File: config.mk
export PLATFORM = sky130hd
export DESIGN_NAME = mod_exp_ctrl
export DESIGN_NICKNAME = d
export VERILOG_FILES = /design/src/rtl/rsa_pkg.sv /design/src/rtl/mod_exp_ctrl.sv
export SDC_FILE = /design/constraint.sdc
export NUM_CORES = 1
export LEC_CHECK = 0
export CORE_AREA = 2 2 243 245
export DETAILED_ROUTE_END_ITERATION = 12
export DIE_AREA = 0 0 245 247
export PLACE_DENSITY_LB_ADDON = 0.08
export SETUP_SLACK_MARGIN = 0.1
export SLEW_MARGIN = 20
export SYNTH_ARGS = -nofsm -noshare
export SYNTH_HDL_FRONTEND = slang
export SYNTH_SLANG_ARGS = --single-unit
File: constraint.sdc
create_clock -name clk -period 5.1 [get_ports clk]
set_input_delay 1.02 -clock clk [delete_from_list [all_inputs] [get_ports clk]]
set_output_delay 1.02 -clock clk [all_outputs]
set_load 0.01 [all_outputs]
File: src/rtl/rsa_pkg.sv
// Shared types and sizes for the RSA modular exponentiation controller.
//   WIDTH : operand width (B, E, M, R2 and every MMM operand)
//   LEN_W : width of the len field, able to hold 1..WIDTH
//   IDX_W : width of the exponent bit index, 0..WIDTH-1
//   state_t : sequencer states
package rsa_pkg;

   localparam int unsigned WIDTH = 64;
   localparam int unsigned LEN_W = $clog2(WIDTH) + 1;
   localparam int unsigned IDX_W = $clog2(WIDTH);

   typedef enum logic [2:0] {
      IDLE = 3'd0,
      TO_B = 3'd1,
      TO_A = 3'd2,
      SQR  = 3'd3,
      MUL  = 3'd4,
      FROM = 3'd5,
      RESP = 3'd6
   } state_t;

endpackage

File: src/rtl/mod_exp_ctrl.sv
// Left-to-right square-and-multiply sequencer computing Z = B^E mod M on a
// shared external Montgomery multiplier (MMM, Z = X*Y*R^-1 mod M).
// Ports:
//   clk, rst_n                 clock, synchronous active-low reset
//   req_valid/req_ready        request handshake (ready only in IDLE)
//   req_base/exp/mod/r2/len    B, E, M, R^2 mod M, len (R = 2^len)
//   rsp_valid/rsp_ready        response handshake
//   rsp_result                 B^E mod M
//   busy                       high outside IDLE
//   mm_start, mm_x, mm_y       MMM launch pulse and operands (held until mm_done)
//   mm_m, mm_len               MMM modulus and iteration count
//   mm_done, mm_z              MMM completion pulse and result
// Build option: EXP_SKIP_LZ_EN skips squarings on leading zero exponent bits.
module mod_exp_ctrl
   import rsa_pkg::*;
(
   input  logic             clk,
   input  logic             rst_n,
   input  logic             req_valid,
   output logic             req_ready,
   input  logic [WIDTH-1:0] req_base,
   input  logic [WIDTH-1:0] req_exp,
   input  logic [WIDTH-1:0] req_mod,
   input  logic [WIDTH-1:0] req_r2,
   input  logic [LEN_W-1:0] req_len,
   output logic             rsp_valid,
   input  logic             rsp_ready,
   output logic [WIDTH-1:0] rsp_result,
   output logic             busy,
   output logic             mm_start,
   output logic [WIDTH-1:0] mm_x,
   output logic [WIDTH-1:0] mm_y,
   output logic [WIDTH-1:0] mm_m,
   output logic [31:0]      mm_len,
   input  logic             mm_done,
   input  logic [WIDTH-1:0] mm_z
);

   localparam logic [WIDTH-1:0] ONE = WIDTH'(1);

   state_t state_q, state_d;

   // b_q holds B until TO_B completes, then the Montgomery-domain bbar
   logic [WIDTH-1:0] b_q, b_d;
   logic [WIDTH-1:0] e_q, e_d;
   logic [WIDTH-1:0] m_q, m_d;
   logic [WIDTH-1:0] r2_q, r2_d;
   logic [WIDTH-1:0] acc_q, acc_d;
   logic [WIDTH-1:0] mm_x_q, mm_x_d;
   logic [WIDTH-1:0] mm_y_q, mm_y_d;
   logic [WIDTH-1:0] rsp_result_q, rsp_result_d;
   logic [LEN_W-1:0] len_q, len_d;
   logic [IDX_W-1:0] idx_q, idx_d;
   logic             issued_q, issued_d;
   logic             mm_start_q, mm_start_d;
   logic             rsp_valid_q, rsp_valid_d;
   logic             req_ready_q, req_ready_d;
   logic             busy_q, busy_d;
`ifdef EXP_SKIP_LZ_EN
   logic             seen_q, seen_d;
`endif

   logic e_bit_c, last_bit_c, op_done_c, accept_c, op_state_c, skip_c;

   assign e_bit_c    = e_q[idx_q];
   assign last_bit_c = (idx_q == '0);
   // issued_q filters out mm_done pulses with no operation outstanding
   assign op_done_c  = issued_q & mm_done;
   assign accept_c   = (state_q == IDLE) & req_valid & req_ready_q;
   assign op_state_c = (state_q == TO_B) | (state_q == TO_A) | (state_q == SQR) |
                       (state_q == MUL)  | (state_q == FROM);

`ifdef EXP_SKIP_LZ_EN
   // Squaring R mod M is the identity, so leading zero bits need no op
   assign skip_c = (state_q == SQR) & ~issued_q & ~seen_q & ~e_bit_c;
`else
   assign skip_c = 1'b0;
`endif

   // State register
   always_ff @(posedge clk) begin
      if (!rst_n) state_q <= IDLE;
      else        state_q <= state_d;
   end

   // Next-state logic
   always_comb begin
      state_d = state_q;
      case (state_q)
         IDLE: if (accept_c) state_d = TO_B;
         TO_B: if (op_done_c) state_d = TO_A;
         TO_A: if (op_done_c) state_d = SQR;
         SQR: begin
            if (skip_c) begin
               if (last_bit_c) state_d = FROM;
            end else if (op_done_c) begin
               if (e_bit_c)         state_d = MUL;
               else if (last_bit_c) state_d = FROM;
            end
         end
         MUL:  if (op_done_c) state_d = last_bit_c ? FROM : SQR;
         FROM: if (op_done_c) state_d = RESP;
         RESP: if (rsp_ready) state_d = IDLE;
         default: state_d = IDLE;
      endcase
   end

   // Output and datapath next-state logic
   always_comb begin
      b_d          = b_q;
      e_d          = e_q;
      m_d          = m_q;
      r2_d         = r2_q;
      acc_d        = acc_q;
      mm_x_d       = mm_x_q;
      mm_y_d       = mm_y_q;
      rsp_result_d = rsp_result_q;
      len_d        = len_q;
      idx_d        = idx_q;
      issued_d     = issued_q;
      mm_start_d   = 1'b0;
      rsp_valid_d  = rsp_valid_q;
      req_ready_d  = req_ready_q;
      busy_d       = busy_q;
`ifdef EXP_SKIP_LZ_EN
      seen_d       = seen_q;
`endif

      if (accept_c) begin
         b_d         = req_base;
         e_d         = req_exp;
         m_d         = req_mod;
         r2_d        = req_r2;
         len_d       = req_len;
         idx_d       = IDX_W'(req_len - LEN_W'(1));
         acc_d       = '0;
         req_ready_d = 1'b0;
         busy_d      = 1'b1;
`ifdef EXP_SKIP_LZ_EN
         seen_d      = 1'b0;
`endif
      end

      // Launch one MMM op per visit of an op state
      if (op_state_c && !issued_q && !skip_c) begin
         mm_start_d = 1'b1;
         issued_d   = 1'b1;
         case (state_q)
            TO_B: begin mm_x_d = b_q;   mm_y_d = r2_q;  end
            TO_A: begin mm_x_d = ONE;   mm_y_d = r2_q;  end
            SQR: begin
               mm_x_d = acc_q;
               mm_y_d = acc_q;
`ifdef EXP_SKIP_LZ_EN
               seen_d = 1'b1;
`endif
            end
            MUL:     begin mm_x_d = acc_q; mm_y_d = b_q; end
            default: begin mm_x_d = acc_q; mm_y_d = ONE; end
         endcase
      end

      // Capture the MMM result and advance the bit index
      if (op_done_c) begin
         issued_d = 1'b0;
         case (state_q)
            TO_B: b_d = mm_z;
            SQR: begin
               acc_d = mm_z;
               if (!e_bit_c && !last_bit_c) idx_d = IDX_W'(idx_q - IDX_W'(1));
            end
            MUL: begin
               acc_d = mm_z;
               if (!last_bit_c) idx_d = IDX_W'(idx_q - IDX_W'(1));
            end
            FROM: begin
               acc_d        = mm_z;
               rsp_result_d = mm_z;
               rsp_valid_d  = 1'b1;
            end
            default: acc_d = mm_z;
         endcase
      end

      if (skip_c && !last_bit_c) idx_d = IDX_W'(idx_q - IDX_W'(1));

      if ((state_q == RESP) && rsp_ready) begin
         rsp_valid_d = 1'b0;
         req_ready_d = 1'b1;
         busy_d      = 1'b0;
      end
   end

   // Datapath and output registers
   always_ff @(posedge clk) begin
      if (!rst_n) begin
         b_q          <= '0;
         e_q          <= '0;
         m_q          <= '0;
         r2_q         <= '0;
         acc_q        <= '0;
         mm_x_q       <= '0;
         mm_y_q       <= '0;
         rsp_result_q <= '0;
         len_q        <= '0;
         idx_q        <= '0;
         issued_q     <= 1'b0;
         mm_start_q   <= 1'b0;
         rsp_valid_q  <= 1'b0;
         req_ready_q  <= 1'b1;
         busy_q       <= 1'b0;
`ifdef EXP_SKIP_LZ_EN
         seen_q       <= 1'b0;
`endif
      end else begin
         b_q          <= b_d;
         e_q          <= e_d;
         m_q          <= m_d;
         r2_q         <= r2_d;
         acc_q        <= acc_d;
         mm_x_q       <= mm_x_d;
         mm_y_q       <= mm_y_d;
         rsp_result_q <= rsp_result_d;
         len_q        <= len_d;
         idx_q        <= idx_d;
         issued_q     <= issued_d;
         mm_start_q   <= mm_start_d;
         rsp_valid_q  <= rsp_valid_d;
         req_ready_q  <= req_ready_d;
         busy_q       <= busy_d;
`ifdef EXP_SKIP_LZ_EN
         seen_q       <= seen_d;
`endif
      end
   end

   assign req_ready  = req_ready_q;
   assign rsp_valid  = rsp_valid_q;
   assign rsp_result = rsp_result_q;
   assign busy       = busy_q;
   assign mm_start   = mm_start_q;
   assign mm_x       = mm_x_q;
   assign mm_y       = mm_y_q;
   assign mm_m       = m_q;
   assign mm_len     = 32'(len_q);

endmodule

# --- Word-level counts from Yosys, hierarchy flattened ---
# Cells that the tools add are included.
op_classes:
  add_sub_neg: 2
  magnitude_cmp: 1
  eq_ne: 14
  muxes: 27
  bitwise: 8
  n_reduce_logical: 13
op_table:
  columns: ["operator", "n"]
  rows:
  - ["2-to-1 mux 64 bit", 6]
  - ["one-hot mux 64 bit (3 select lines)", 1]
  - ["one-hot mux 64 bit (2 select lines)", 1]
  - ["2-to-1 mux 3 bit", 10]
  - ["2-to-1 mux 6 bit", 4]
  - ["one-hot mux 3 bit (7 select lines)", 1]
  - ["inequality test 2 bit (second input constant)", 7]
  - ["one-hot mux 6 bit (2 select lines)", 1]
  - ["subtractor 6 x 1 -> 6 bit (second input constant)", 2]
  - ["== test 3 bit (second input constant)", 3]
  - ["AND reduction 8 bit", 1]
  - ["< comparator 6 x 7 -> 1 bit (second input constant)", 1]
  - ["binary-select mux 1 bit (select 6 bit)", 1]
  - ["== test 3 x 2 -> 1 bit (second input constant)", 2]
  - ["zero test 6 bit", 1]
  - ["OR reduction 2 bit", 3]
  - ["OR 1 bit", 4]
  - ["bitwise AND 1 bit", 3]
  - ["== test 3 x 1 -> 1 bit (second input constant)", 1]
  - ["logical AND 1 bit", 3]
  - ["zero test 1 bit", 3]
  - ["zero test 3 bit", 1]
  - ["inequality test 3 bit (second input constant)", 1]
  - ["2-to-1 mux 1 bit", 2]
  - ["other kinds (2)", 2]
totals:
  ff_bits: 533
  wordCells: 81

# --- Depth between registers and ports, before layout ---
depth:
  ltp_word: 7
  ltp_mapped: 10
  depth_no_buf: 8

# --- Least setup slack after synthesis ---
# No wires, ideal clock.
synth_timing:
  path_type: "input to register"
  startpoint: "input port req_valid"
  endpoint: "register b_q[27]"
  arrival_ns: 2.374
  required_time_ns: 5.035
  setup_slack_ns: 2.661
  stages: 8
  cell_sequence: "nand2_1 nor4_2 clkbuf_1 clkbuf_1 nand2_1 nand3_1 o21ai_0 nor2_1"
synth_between:
  elab_chain_len: 5
synth_rtl:
  columns: ["item", "line", "text"]
  rows:
  - ["from (decl)", "mod_exp_ctrl.sv:19", "input logic req_valid,"]
  - ["bitwise AND 1 bit (*) (2 in series)", "mod_exp_ctrl.sv:69", "assign accept_c = (state_q == IDLE) & req_valid & req_ready_q;"]
  - ["2-to-1 mux 64 bit (*)", "mod_exp_ctrl.sv:129", "if (accept_c) begin"]
  - ["2-to-1 mux 64 bit", "mod_exp_ctrl.sv:166", "case (state_q)"]
  - ["2-to-1 mux 64 bit (*)", "mod_exp_ctrl.sv:164", "if (op_done_c) begin"]
  - ["to (signal assigned)", "mod_exp_ctrl.sv:197", "b_q <= '0;"]
  - ["to (signal assigned)", "mod_exp_ctrl.sv:216", "b_q <= b_d;"]
  - ["to (decl)", "mod_exp_ctrl.sv:44", "logic [WIDTH-1:0] b_q, b_d;"]
# Every way passes the cells marked *; elsewhere a longest branch is shown, timed or not.
# A chain may end at the register's enable or synchronous reset.

# --- Worst setup path after layout ---
layout_timing:
  startpoint: "register state_q[1]"
  endpoint: "register mm_x_q[56], in the netlist mm_x[56]"
layout_between:
  elab_chain_len: 6
layout_rtl:
  columns: ["item", "line", "text"]
  rows:
  - ["from (decl)", "mod_exp_ctrl.sv:41", "state_t state_q, state_d;"]
  - ["from (signal assigned)", "mod_exp_ctrl.sv:83", "else state_q <= state_d;"]
  - ["== test 3 x 1 -> 1 bit or == test 3 x 2 -> 1 bit (tied branches)", "mod_exp_ctrl.sv:70, mod_exp_ctrl.sv:148", null]
  - ["OR 1 bit (3 in series)", "mod_exp_ctrl.sv:70", "assign op_state_c = (state_q == TO_B) | (state_q == TO_A) | (state_q == SQR) |"]
  - ["OR 1 bit", "mod_exp_ctrl.sv:71", "(state_q == MUL) | (state_q == FROM);"]
  - ["logical AND 1 bit", "mod_exp_ctrl.sv:145", "if (op_state_c && !issued_q && !skip_c) begin"]
  - ["to (signal assigned)", "mod_exp_ctrl.sv:221", "mm_x_q <= mm_x_d;"]
  - ["to (decl)", "mod_exp_ctrl.sv:49", "logic [WIDTH-1:0] mm_x_q, mm_x_d;"]
# Parallel ways exist; a longest one is shown, timed or not.

==> results.sh <==
export IMPL_cts_buffers_inserted=58
export IMPL_cts_sinks=533
export IMPL_synthTopCellsByArea="dfxtp_1, nand2_1, a21oi_1"
export IMPL_fill_cells=5601
export IMPL_yosys_area_top_type_share=0.483
export IMPL_critPathMaxFanout=64
export IMPL_grt_max_degree=165
export IMPL_post_dp_hpwl_um=54100
export IMPL_synthArstFlopShare=0
export IMPL_synth_cell_type_count=52
export IMPL_htreeDepth=2
export IMPL_post_cts_buffers=0
export IMPL_ys_seq_area_frac=0.483
export IMPL_place_congestion=0.827
export IMPL_p_leak_nw=10.7
export IMPL_die_area_um2=60500
export IMPL_slowest_stage="buf_4"
export IMPL_fin_setup_tns_ps=0
export IMPL_hold_buffers=0
export IMPL_startpoint_type="register"
export IMPL_synth_most_common_cell="nand2_1"
export IMPL_grt_pass1_vias=21500
export IMPL_yosys_area_top_type="dfxtp_1"
export IMPL_crit_required_ps=5550
export IMPL_syn_area_per_cell_um2=7.75
export IMPL_rsz0062_at_grt="no"
export IMPL_synth_cells=2853
export IMPL_layout_min_cycle_time_ps=3360
export IMPL_clock_path_buffers=3
export IMPL_path_clk_slew_ps=60
export IMPL_finalSetupViolCount=0
export IMPL_hold_path_end="mm_m[61]"
export IMPL_regArea_um2=10700
export IMPL_finClkSkew_ps=17.5
export IMPL_cap_violations=0
export IMPL_clk_latency_ps=610
export IMPL_drc=0
export IMPL_max_slew_margin_rel=0.217
export IMPL_multi_input_area_um2=10400
export IMPL_drtPass1Iterations=5
export IMPL_hold_start="mm_m[61]"
export IMPL_status="finished clean"
export IMPL_pin_count=624
export IMPL_start_util=0.380
export IMPL_syn_cell_area_um2=22100
export IMPL_synth_edff_count=0
export IMPL_grt_overflow=0
export IMPL_die_y_um=247
export IMPL_first_iter_violations=1606
export IMPL_arrival_ps=3810
export IMPL_worstHoldPathCells=2
export IMPL_ys_seq_elements=533
export IMPL_synth_flop_cell="dfxtp_1"
export IMPL_rows=89
export IMPL_portBuffers=598
export IMPL_regToRegEndpoint="mm_x[56]"
export IMPL_p_per_area_nw_per_um2=489
export IMPL_peakVddDrop_v=0.000348
export IMPL_antenna_found_initial=15
export IMPL_grt_pass1_wl_um=129000
export IMPL_hold_viol_final=0
export IMPL_r2r_start="state_q[1]"
export IMPL_wire_per_inst_um=20.9
export IMPL_r2r_slack_ps=1740
export IMPL_reg2reg_depth=5
export IMPL_cts_root_buf="clkbuf_16"
export IMPL_path_cells="buf_4, nand2b_1, a21o_4, a221oi_1, nor3_1"
export IMPL_startpoint="state_q[1]"
export IMPL_wirelength_um=86100
export IMPL_fin_nets=3626
export IMPL_fin_util=0.521
export IMPL_grt_util_all_layers=0.273
export IMPL_ant_nets=0
export IMPL_cts_resized=0
export IMPL_worst_slew_pin_slew_ps=1180
export IMPL_synth_common_cells="nand2_1, dfxtp_1, nor2_1"
export IMPL_die_w_um=245
export IMPL_ys_warn_count=0
export IMPL_fin_crit_sh=0.659
export IMPL_core_um2=58200
export IMPL_num_vias=22000
export IMPL_drive_gt1_frac=0.0459
export IMPL_tritoncts="yes"
export IMPL_hp_class="reg -> reg"
export IMPL_synthToLayoutAreaGrowth_pct=37.3
export IMPL_cp_end_kind="register"
export IMPL_vias_per_cell=5.35
export IMPL_cpPeakStageDelay_ps=890
export IMPL_slew_violations=0
export IMPL_critPathKind="reg -> reg"
export IMPL_fmax_mhz=297
registers in the layout, summed over array words and instances (netlist names), 3 cells and up:
register / count
acc_q: 64
b_q: 64
e_q: 64
mm_m: 64
mm_x: 64
mm_y: 64
r2_q: 64
rsp_result: 64
len_q: 7
idx_q: 6
state_q: 3
placed cells by master (no fill, tap or decap), types with 11 or more instances in the layout:
master,n
a21oi_1,334
a221oi_1,66
a22oi_1,129
buf_4,19
clkbuf_1,16
clkbuf_16,61
clkbuf_8,12
clkdlybuf4s50_1,598
conb_1,25
dfxtp_1,531
diode_2,11
mux2i_1,71
mux4_2,12
nand2_1,738
nand3_1,71
nor2_1,335
nor3_1,68
o21ai_0,138
kinds of logic (layout without fill, tap and decap cells):
logic type      after synthesis  in the layout  synth area share
simple gates               1241           1241             0.222
fa+ha+maj                     2              2           0.00113
mux                          89             89            0.0501
compound gates              695            695             0.187
buf+inv                     284            739            0.0536
other cells                   1             36          0.000170
flops                       533            533             0.483
xor+xnor                      8              8           0.00317
critical path, delay by kind of cell (launching register included):
| family | cells | cell delay, ps |
|---|---|---|
| AO/OA/AOI/OAI | 2 | 1130 |
| buffers and inverters | 1 | 890 |
| flip-flops | 1 | 810 |
| AND/OR/NAND/NOR | 2 | 320 |
layer usage:
| metal | wire length, um | global-route usage | up-vias |
|---|---|---|---|
| li1 | - | - | 10500 |
| met5 | 74 | 0 | - |
| met1 | 35600 | 0.338 | 10500 |
| met3 | 6740 | 0.0698 | 149 |
| met4 | 2530 | 0.0990 | 10 |
| met2 | 41200 | 0.459 | 822 |
worst max path at each step:
| stage | end | slack, ps | depth (start not counted) |
|---|---|---|---|
| after CTS | mm_x[25] | 1740 | 5 |
| after global placement | b_q[57] | 1520 | 6 |
| final | mm_x[56] | 1740 | 5 |
| after global routing | b_q[39] | 1590 | 6 |
| after floorplan | b_q[27] | 2660 | 8 |
| after detailed placement | e_q[55] | 1480 | 4 |
through the flow:
step | setup slack [ps] | std cells | area, um^2 | total power (W) | hold slack, ps
final | 1740 | 4116 | 30300 | 0.0148 | 453
after global routing | 1590 | 4111 | 30300 | 0.0156 | 469
after CTS | 1740 | 4104 | 30300 | 0.0149 | 455
after detailed placement | 1480 | 4004 | 28500 | 0.0108 | 447
after global placement | 1520 | 4003 | 28400 | 0.0107 | 437
after floorplan | 2660 | 2877 | 22200 | 0.00848 | 432
where the power goes:
part / switching [W] / leakage, nW / total [W] / internal, W
clock: 0.00172 / 0.910 / 0.00411 / 0.00239
sequential: 0.000542 / 4.34 / 0.00540 / 0.00486
combinational: 0.00336 / 5.49 / 0.00534 / 0.00198
total: 0.00563 / 10.7 / 0.0148 / 0.00922
cell type report:
class,count,share of cell area
antenna,11,0.000907
clock buffer,89,0.0577
clock inverter,11,0.00276
inverter,11,0.00161
multi-input combinational,2060,0.344
sequential,533,0.352
tap,773,0.0319
timing repair buffer,628,0.209
Note: power is estimated with default switching activity, not from simulation.
